File: config.mk
export PLATFORM = sky130hd
export DESIGN_NAME = rf_wb_arbiter_flat
export DESIGN_NICKNAME = d
export VERILOG_FILES = /design/src/rtl/rf_wb_if.sv /design/src/rtl/rf_wb_arbiter.sv /design/src/flat_wrapper.sv
export SDC_FILE = /design/constraint.sdc
export NUM_CORES = 1
export LEC_CHECK = 0
export CORE_AREA = 2 2 89 91
export DETAILED_ROUTE_END_ITERATION = 8
export DIE_AREA = 0 0 91 93
export PLACE_DENSITY = 0.84
export REMOVE_ABC_BUFFERS = 1
export SETUP_SLACK_MARGIN = 0.15
export SLEW_MARGIN = 25
export SYNTH_ARGS = -nofsm -noshare
export SYNTH_HDL_FRONTEND = slang
export SYNTH_SLANG_ARGS = --single-unit
File: constraint.sdc
create_clock -name clk -period 5.1 [get_ports clk]
set_clock_uncertainty 0.15 [all_clocks]
set_input_delay 1.02 -clock clk [delete_from_list [all_inputs] [get_ports clk]]
set_output_delay 1.02 -clock clk [all_outputs]
set_load 0.03 [all_outputs]
File: src/rtl/rf_wb_if.sv
// Write-back bus between the two result sources, the issue logic and the register-file
// write port.
interface rf_wb_if;
    logic        a_valid;
    logic        a_ready;
    logic [4:0]  a_reg;
    logic [31:0] a_data;
    logic        b_valid;
    logic        b_ready;
    logic [4:0]  b_reg;
    logic [31:0] b_data;
    logic        issue_valid;
    logic [4:0]  issue_reg;
    logic        rf_we;
    logic [4:0]  rf_waddr;
    logic [31:0] rf_wdata;
    logic [31:0] busy;

    // master: the sources and the issue logic; slave: the arbiter
    modport master (
        output a_valid, a_reg, a_data,
        output b_valid, b_reg, b_data,
        output issue_valid, issue_reg,
        input  a_ready, b_ready,
        input  rf_we, rf_waddr, rf_wdata, busy
    );

    modport slave (
        input  a_valid, a_reg, a_data,
        input  b_valid, b_reg, b_data,
        input  issue_valid, issue_reg,
        output a_ready, b_ready,
        output rf_we, rf_waddr, rf_wdata, busy
    );
endinterface

File: src/rtl/rf_wb_arbiter.sv
// Shares the register-file write port between the ALU path (A) and the memory/multiply
// path (B). A has fixed priority and B has a starvation guard. Also keeps the busy scoreboard.
module rf_wb_arbiter #(
    parameter int STARVE_LIM = 3
) (
    input  logic    clk,
    input  logic    rst_n,
    rf_wb_if.slave  bus
);

    localparam logic [3:0] LIM = 4'(STARVE_LIM);
    localparam logic [3:0] CNT_MAX = 4'hF;

    logic [3:0]  starve_cnt_q, starve_cnt_d;
    logic        rf_we_q, rf_we_d;
    logic [4:0]  rf_waddr_q, rf_waddr_d;
    logic [31:0] rf_wdata_q, rf_wdata_d;
    logic [31:0] busy_q, busy_d;

    logic        starve;
    logic        a_ready, b_ready;
    logic        a_xfer, b_xfer;

    // starve comes only from the registered count, so b_ready never depends on b_valid
    assign starve  = (starve_cnt_q >= LIM);
    assign a_ready = !starve;
    assign b_ready = !bus.a_valid || starve;
    assign a_xfer  = bus.a_valid && a_ready;
    assign b_xfer  = bus.b_valid && b_ready;

    always_comb begin
        starve_cnt_d = starve_cnt_q;
        if (!bus.b_valid || b_xfer) begin
            starve_cnt_d = 4'd0;
        end else if (starve_cnt_q != CNT_MAX) begin
            starve_cnt_d = starve_cnt_q + 4'd1;
        end
    end

    always_comb begin
        rf_we_d    = 1'b0;
        rf_waddr_d = rf_waddr_q;
        rf_wdata_d = rf_wdata_q;
        if (a_xfer) begin
            rf_we_d    = (bus.a_reg != 5'd0);
            rf_waddr_d = bus.a_reg;
            rf_wdata_d = bus.a_data;
        end else if (b_xfer) begin
            rf_we_d    = (bus.b_reg != 5'd0);
            rf_waddr_d = bus.b_reg;
            rf_wdata_d = bus.b_data;
        end
    end

    // Clear is applied before set so a new issue to the register being written stays pending
    always_comb begin
        busy_d = busy_q;
        if (rf_we_q) begin
            busy_d[rf_waddr_q] = 1'b0;
        end
        if (bus.issue_valid) begin
            busy_d[bus.issue_reg] = 1'b1;
        end
        busy_d[0] = 1'b0;
    end

    always_ff @(posedge clk or negedge rst_n) begin
        if (!rst_n) begin
            starve_cnt_q <= 4'd0;
            rf_we_q      <= 1'b0;
            rf_waddr_q   <= 5'd0;
            rf_wdata_q   <= 32'd0;
            busy_q       <= 32'd0;
        end else begin
            starve_cnt_q <= starve_cnt_d;
            rf_we_q      <= rf_we_d;
            rf_waddr_q   <= rf_waddr_d;
            rf_wdata_q   <= rf_wdata_d;
            busy_q       <= busy_d;
        end
    end

    assign bus.a_ready  = a_ready;
    assign bus.b_ready  = b_ready;
    assign bus.rf_we    = rf_we_q;
    assign bus.rf_waddr = rf_waddr_q;
    assign bus.rf_wdata = rf_wdata_q;
    assign bus.busy     = busy_q;

endmodule

File: src/flat_wrapper.sv
// flat-port wrapper written by rule: the top's interface ports become plain ports
module rf_wb_arbiter_flat 
#(
    parameter int STARVE_LIM = 3
)
  (clk, rst_n, bus_a_valid, bus_a_reg, bus_a_data, bus_b_valid, bus_b_reg, bus_b_data, bus_issue_valid, bus_issue_reg, bus_a_ready, bus_b_ready, bus_rf_we, bus_rf_waddr, bus_rf_wdata, bus_busy);
  rf_wb_if bus_i ();
  input  logic clk;
  input  logic rst_n;
  input wire logic [$bits(bus_i.a_valid)-1:0] bus_a_valid;
  input wire logic [$bits(bus_i.a_reg)-1:0] bus_a_reg;
  input wire logic [$bits(bus_i.a_data)-1:0] bus_a_data;
  input wire logic [$bits(bus_i.b_valid)-1:0] bus_b_valid;
  input wire logic [$bits(bus_i.b_reg)-1:0] bus_b_reg;
  input wire logic [$bits(bus_i.b_data)-1:0] bus_b_data;
  input wire logic [$bits(bus_i.issue_valid)-1:0] bus_issue_valid;
  input wire logic [$bits(bus_i.issue_reg)-1:0] bus_issue_reg;
  output wire logic [$bits(bus_i.a_ready)-1:0] bus_a_ready;
  output wire logic [$bits(bus_i.b_ready)-1:0] bus_b_ready;
  output wire logic [$bits(bus_i.rf_we)-1:0] bus_rf_we;
  output wire logic [$bits(bus_i.rf_waddr)-1:0] bus_rf_waddr;
  output wire logic [$bits(bus_i.rf_wdata)-1:0] bus_rf_wdata;
  output wire logic [$bits(bus_i.busy)-1:0] bus_busy;
  assign bus_i.a_valid = bus_a_valid;
  assign bus_i.a_reg = bus_a_reg;
  assign bus_i.a_data = bus_a_data;
  assign bus_i.b_valid = bus_b_valid;
  assign bus_i.b_reg = bus_b_reg;
  assign bus_i.b_data = bus_b_data;
  assign bus_i.issue_valid = bus_issue_valid;
  assign bus_i.issue_reg = bus_issue_reg;
  assign bus_a_ready = bus_i.a_ready;
  assign bus_b_ready = bus_i.b_ready;
  assign bus_rf_we = bus_i.rf_we;
  assign bus_rf_waddr = bus_i.rf_waddr;
  assign bus_rf_wdata = bus_i.rf_wdata;
  assign bus_busy = bus_i.busy;
  rf_wb_arbiter #(.STARVE_LIM(STARVE_LIM)) u_core (.clk(clk), .rst_n(rst_n), .bus(bus_i));
endmodule
Word level (Yosys, flattened, before mapping)
Cells that the tools add are included.

cells by class
  add/subtract/negate cells = 1
  multipliers = 0
  order comparisons = 5
  equality and inequality tests = 1
  div/mod/pow operators = 0
  muxes and demuxes = 14
  bitwise logic cells = 3
  reduce and logical (&&, ||, !) cells = 13
  shift-type cells = 0

operators by type and width
  kind                   number
  $mux W32               4
  $and A32 B32 Y32       1
  $not A32 Y32           1
  $or A32 B32 Y32        1
  $lt A5 B6 Y1 const B   2
  $demux W1 S5           2
  $ge A5 B1 Y1 const B   2
  $mux W5                2
  $reduce_bool A5 Y1     2
  $mux W4                2
  $add A4 B1 Y4 const B  1
  $ge A4 B2 Y1 const B   1
  $logic_and A1 B1 Y1    4
  $mux W1                4
  $ne A4 B4 Y1 const B   1
  $reduce_bool A2 Y1     2
  $logic_not A1 Y1       3
  $logic_or A1 B1 Y1     2

word-level totals
  memory bits (writable) = 0
  memories = 0
  register bits after elaboration = 73
  word-level logic and storage cells = 42
  output and inout bits = 72
  bits in read-only memories = 0
  bits of input ports = 84
  bits in latches = 0

Depth between registers and ports, before layout
Gate-level depths: netlist of the first run.

  depth in word-level cells = 9
  gate-level depth with buffers = 6
  gate-level depth less buffers = 4

Least setup slack after synthesis of the first run
No wires, ideal clock.

  path kind = input -> output
  start point = input port bus_a_valid
  end point = output port bus_b_ready
  buffers on the path = 2
  required time = 3930 ps
  arrival = 1730 ps
  path slack = 2200 ps
  cell stages on the path = 4
  path through = nor4b_4 buf_4 buf_6 inv_1

between the ends
  word-level cells in the longest chain between the ends = 2

ends and longest elaborated chain
  what                line                 source
  start, declared     flat_wrapper.sv:10   input wire logic [$bits(bus_i.a_valid)-1:0] bus_a_valid;
  $logic_not A1 Y1    rf_wb_arbiter.sv:27  assign b_ready = !bus.a_valid || starve;
  $logic_or A1 B1 Y1  rf_wb_arbiter.sv:27
  end, declared       flat_wrapper.sv:19   output wire logic [$bits(bus_i.b_ready)-1:0] bus_b_ready;

Every way passes these cells.

Worst setup path after layout of the first run
Ends and elaborated chain as after synthesis.

==> results of run 1 <==
-- Yosys cell counts --
library cell	count
dfrtp_1	73
nor4b_4	1
nand3_1	5
mux2i_1	38
or4_1	2
clkbuf_1	3
buf_6	2
o21ai_1	4
inv_1	1
buf_2	4
buf_4	4
o21ai_0	98
nand3b_1	10
clkbuf_2	1
or3_1	2
nand2_1	39
nor3_1	1
or3b_2	7
xnor2_1	1
conb_1	1
ha_1	1
nor2_1	3
-- final timing paths --
path | start | end | slack (ps) | cells after the start
setup / recovery | bus_a_valid | bus_b_ready | 1530 | 4
hold / removal | u_core.bus.busy[12] | u_core.bus.busy[12] | 380 | 2
setup reg to reg | u_core.starve_cnt_q[0] | u_core.bus.rf_wdata[6] | 2960 | 4
hold reg to reg | u_core.bus.busy[12] | u_core.bus.busy[12] | 380 | 2
max in group asynchronous | rst_n | u_core.bus.rf_wdata[18] | 3770 | 2
min in group asynchronous | rst_n | u_core.bus.busy[29] | 450 | 1
-- critical path, cell delays in order --
cell and delay (ps):
clkdlybuf4s50_1 460, nor4b_4 240, inv_1 70, clkdlybuf4s50_1 620
-- metal layers --
layer  track usage [%]  part of all wire [%]
met5                 0                     0
met1              28.1                    40
met4              8.33                   1.8
met2              37.8                    52
met3              3.79                   6.2
-- cells in the final DEF (no fill, tap or decap) --
master           synthesis  layout
buf_4                    4       2
clkinv_2                 0       3
o21ai_1                  4       4
nor4b_4                  1       1
clkbuf_8                 0      10
nand2_1                 39      39
or4_1                    2       2
buf_2                    4       1
or3b_2                   7       7
clkinv_4                 0       2
or3_1                    2       2
inv_1                    1       1
ha_1                     1       1
mux2i_1                 38      38
conb_1                   1       3
nand3_1                  5       5
nor2_1                   3       3
buf_12                   0       2
dfrtp_1                 73      73
nand3b_1                10      10
nor3_1                   1       1
o21ai_0                 98      98
xnor2_1                  1       1
clkdlybuf4s50_1          0     152
-- kinds of logic after synthesis --
group | after synthesis | synth area share, %
AOI/OAI and AO/OA | 102 | 15.9
xor gates and xnor gates | 1 | 0.273
adders and majority gates | 1 | 0.390
buffers and inverters | 15 | 2.88
DFF | 73 | 56.9
muxes | 38 | 11.8
other | 1 | 0.117
and+or+nand+nor | 70 | 11.7
-- state kept, by name, summed over array words and instances, names as in the netlist --
| name | count |
|---|---|
| u_core.bus.rf_wdata | 32 |
| u_core.bus.rf_waddr | 5 |
| u_core.bus.busy | 31 |
| u_core.starve_cnt_q | 4 |
| u_core.bus.rf_we | 1 |
-- power by group through the flow --
stage	clock [uW]	combinational [uW]	sequential (uW)
global placement	0	828	814
global route	425	891	828
floorplan	0	132	1090
CTS	403	847	813
finish	394	846	814
detailed placement	0	846	822
-- stage by stage --
stage          utilization [%]  hold WS [ps]  setup WS [ps]  cells  cell area [sq um]
3_5_place_dp              64.0           346           1540    547               4820
4_1_cts                   66.3           364           1520    562               4990
5_1_grt                   66.5           402           1480    563               5010
6_report                  66.5           376           1530    563               5010
2_1_floorplan                -           340            749    289               3130
3_3_place_gp              63.7           339           1500    546               4800
-- final cells by class --
type	instances	area share [%]
clock inverter	5	0.650
clock buffer	10	2.75
inverter	1	0.0749
tap	102	2.55
multi-input combinational	215	25.9
sequential	73	36.5
timing repair buffer	157	31.6
==> results by group, run 1 <==
Drt
  – WL final: 9.45 mm
  – Remaining DRCs: 0
  – Pre-antenna DRT Iters: 5
  – Vias per inst: 5.28
  – Post-route ant nets: 0
  – Iter 0 DRT Violations: 209
  – Vias post-DR: 2,973
  – Drt wl/cell: 16.8 um

Pwr
  – Maximum vdd drop: 0.000212 V
  – Switching portion of total power: 38.1%
  – Pwr Density: 410 nW/um^2
  – Sw Pwr: 782 uW
  – P_int: 1270 uW
  – Flop pwr share: 39.6%
  – Leak: 0.00202 uW
  – Tot Pwr: 2050 uW
  – Logic pwr share: 41.2%
  – Clock share of power: 19.2%

Global routing
  – Vias in the first global route: 2,984
  – Pin count of the biggest net entering global routing: 78
  – Aggregate global-route resource usage: 22.0%
  – First-pass GRT wire length: 14.8 mm
  – Antenna violations before repair: 0
  – Grt ovf: 0

Synth
  – Top-area cell type share of the netlist area: 56.9%
  – Synth top area cells: dfrtp_1, o21ai_0, mux2i_1
  – Synth Warn #: 0
  – Syn avg cell area: 10.7 sq um
  – Mapped Area: 3210 sq um
  – Cell variety after synth: 22
  – Post-synthesis sequential area ratio: 56.9%
  – Gate count after technology mapping: 301
  – #FFs+latches synth: 73
  – Post-synth top area cell: dfrtp_1

Outcome
  – Outcome: finished clean

Finish
  – # nets final: 542
  – Share of layout cells above drive strength 1: 6.07%
  – Synthesis-to-finish area growth: 56.0%
  – FF/Latch Area: 1830 sq um
  – ANT cells: 0
  – Area of the multi-input gates: 1300 sq um
  – FILL cells: 616

Floorplan
  – DIE WIDTH: 91 um
  – Die ar.: 8460 sq um
  – Site Rows: 32
  – Starting density of the core: 42.7%
  – Die Span Y: 93 um
  – # IOs: 156
  – Core area: 7530 sq um

Clock network
  – Sink Count: 73
  – Cts repair resizes: 0
  – Maximum clock path buffer count: 2
  – CTS tree: yes
  – Htree depth: 3
  – CTS Buf Count: 9
  – # hold bufs at CTS: 0
  – Clock Latency Late Sink: 330 ps
  – Root buf cell: clkbuf_8
  – Clock slew at reported path FFs: 80 ps
  – Postcts setup bufs: 0

Timing
  – Highest clock rate: 0.280 GHz
  – Final setup vio count: 0
  – Fin. max-slew vios: 0
  – Slew @ Worst Pin: 634 ps
  – Fin. Hold Viols: 0
  – Slew HR: 57.8%
  – Post-route clock period utilization: 70.1%
  – TNS Setup: 0 ps
  – Final min period: 3570 ps
  – RSZ-0062 raised after global routing: no

Run
  – Number of max-cap violations: 0

Placed design
  – RePlAce Congestion: 0.861
  – PortBufs: 154
  – Detailed placement HPWL: 6.79 mm

Critical path
  – CP Launch Type: input pin
  – Critical path class: input pin to output port
  – Crit. End Element: output port
  – Worst-path maximum fanout: 2
  – Crit path required time: 3930 ps
  – WP data arrival: 2400 ps

Hold path
  – Min-delay worst type: register to register
Note: power is estimated with default switching activity, not from simulation.
==> inputs of run 2 (changes only) <==
--- a/config.mk
+++ b/config.mk
@@ -5,10 +5,10 @@
 export SDC_FILE = /design/constraint.sdc
 export NUM_CORES = 1
 export LEC_CHECK = 0
-export CORE_AREA = 2 2 89 91
+export CORE_AREA = 2 2 92 94
 export DETAILED_ROUTE_END_ITERATION = 8
-export DIE_AREA = 0 0 91 93
-export PLACE_DENSITY = 0.84
+export DIE_AREA = 0 0 94 96
+export PLACE_DENSITY = 0.79
 export REMOVE_ABC_BUFFERS = 1
 export SETUP_SLACK_MARGIN = 0.15
 export SLEW_MARGIN = 25
==> constraint.sdc (replaced) <==
create_clock -name clk -period 3.6 [get_ports clk]
set_clock_uncertainty 0.15 [all_clocks]
set_input_delay 0.72 -clock clk [delete_from_list [all_inputs] [get_ports clk]]
set_output_delay 0.72 -clock clk [all_outputs]
set_load 0.03 [all_outputs]
==> run 2 against run 1 <==
Effect of this change:
- worst setup slack worse by 880 ps
- worst hold slack worse by 160 ps
- clock power up 96%
- die area up 6.6%
- cell area up 1.1%
- wire length down 4.5%
- combinational power up 41%
- non-clock buffer count down 1
- final cell count up 0.53%
- register-to-register slack worse by 1500 ps
- sequential cell count unchanged
- critical endpoint unchanged
- highest routed layer unchanged
==> results by group, run 2 (same netlist as run 1, synthesis figures left out) <==
Critical path
  – Worst path cell trace: clkdlybuf4s50_1 > nor4b_4 > inv_1 > clkdlybuf4s50_1
  – Crit path required time: 2730 ps
  – Worst-path maximum fanout: 2
  – Critical path class: input pin to output port
  – WP data arrival: 2090 ps
  – Slowest CP cell: clkdlybuf4s50_1
  – CP startpoint: bus_a_valid
  – R2r startpoint: u_core.starve_cnt_q[0]
  – Slowest stage delay, CP: 620 ps
  – Crit. End Element: output port
  – CP Launch Type: input pin
  – CP dominant cell by count: clkdlybuf4s50_1

Drt
  – Remaining DRCs: 0
  – Drt wl/cell: 16.0 um
  – Iter 0 DRT Violations: 117
  – Vias post-DR: 2,920
  – Vias per inst: 5.16
  – Post-route ant nets: 0
  – Pre-antenna DRT Iters: 4
  – WL final: 9.03 mm

Placed design
  – PortBufs: 154
  – Detailed placement HPWL: 6.43 mm
  – RePlAce Congestion: 0.846

Finish
  – Core Util, Final: 62.9%
  – Synthesis-to-finish area growth: 57.8%
  – Share of layout cells above drive strength 1: 6.07%
  – ANT cells: 0
  – # nets final: 541
  – Commonest non-fill, non-tap cells in the layout: clkdlybuf4s50_1, o21ai_0, dfrtp_1
  – Most common cell after layout, fill and taps aside: clkdlybuf4s50_1
  – Max reg flops: 32

Floorplan
  – Site Rows: 33
  – Die Span Y: 96 um
  – Core area: 8050 sq um
  – DIE WIDTH: 94 um
  – # IOs: 156
  – Starting density of the core: 39.9%
  – Die ar.: 9020 sq um

Timing
  – Final setup vio count: 0
  – Slew HR: 56.4%
  – Fin. max-slew vios: 0
  – Slew @ Worst Pin: 655 ps
  – TNS Setup: 0 ps
  – Post-Route Hold Slack: 219 ps
  – RSZ-0062 raised after global routing: no
  – Highest clock rate: 0.338 GHz
  – Final min period: 2960 ps
  – Fin. Hold Viols: 0
  – Post-route clock period utilization: 82.1%

Pwr
  – Pwr Density: 614 nW/um^2
  – Leak: 0.00204 uW
  – Maximum vdd drop: 0.000305 V
  – Tot Pwr: 3110 uW

Clock network
  – Clock slew at reported path FFs: 80 ps
  – CTS tree: yes
  – Htree depth: 3
  – Clock Latency Late Sink: 330 ps
  – Cts repair resizes: 0
  – Maximum clock path buffer count: 2
  – Postcts setup bufs: 0
  – Sink Count: 73
  – CTS Buf Count: 9
  – # hold bufs at CTS: 0
  – Root buf cell: clkbuf_8

Run
  – Number of max-cap violations: 0

Global routing
  – Aggregate global-route resource usage: 20.0%
  – Grt ovf: 0
  – Vias in the first global route: 2,874
  – Pin count of the biggest net entering global routing: 78
  – First-pass GRT wire length: 14.1 mm
  – Antenna violations before repair: 0

Hold path
  – Min-delay worst type: input pin to async pin

Outcome
  – Outcome: finished clean
-- run 2: path summary, 6_finish.rpt --
kind	to	slack, ps	depth (start not counted)
hold reg to reg	u_core.bus.busy[17]	360	2
setup reg to reg	u_core.bus.rf_we	1500	5
max in group asynchronous	u_core.bus.rf_wdata[9]	2730	2
setup / recovery	bus_b_ready	640	4
min in group clk	u_core.bus.busy[17]	360	2
hold / removal	u_core.bus.busy[28]	220	2
-- run 2: critical path, delay by kind of cell --
kind          cells  cell delay, ps
buf+inv           3            1140
simple gates      1             220
-- run 2: layout make-up --
| class | count | area [sq um] |
|---|---|---|
| Fill cell | 662 | 2990 |
| Tap cell | 105 | 131 |
| Clock inverter | 6 | 105 |
| Clock buffer | 10 | 138 |
| Timing Repair Buffer | 156 | 1560 |
| Sequential cell | 73 | 1830 |
| Multi-Input combinational cell | 215 | 1300 |
| Inverter | 1 | 3.75 |
-- run 2: metal layers --
layer / track usage, % / wire [um] / vias up
li1: - / - / 1378
met5: 0 / 0 / -
met3: 4.46 / 607 / 15
met1: 25.4 / 3730 / 1413
met2: 33.4 / 4500 / 114
met4: 8.09 / 196 / 0
-- run 2: where the power goes --
group | switching (uW) | internal (uW)
combinational | 671 | 516
sequential | 130 | 1020
clock | 295 | 476
-- run 2: per-stage QoR --
| step | cell area [sq um] | cells | setup WS (ps) |
|---|---|---|---|
| after floorplan | 3130 | 289 | -151 |
| after global placement | 4820 | 550 | 629 |
| after global routing | 5060 | 566 | 570 |
| final | 5060 | 566 | 645 |
| after detailed placement | 4820 | 550 | 638 |
| after CTS | 5060 | 566 | 626 |
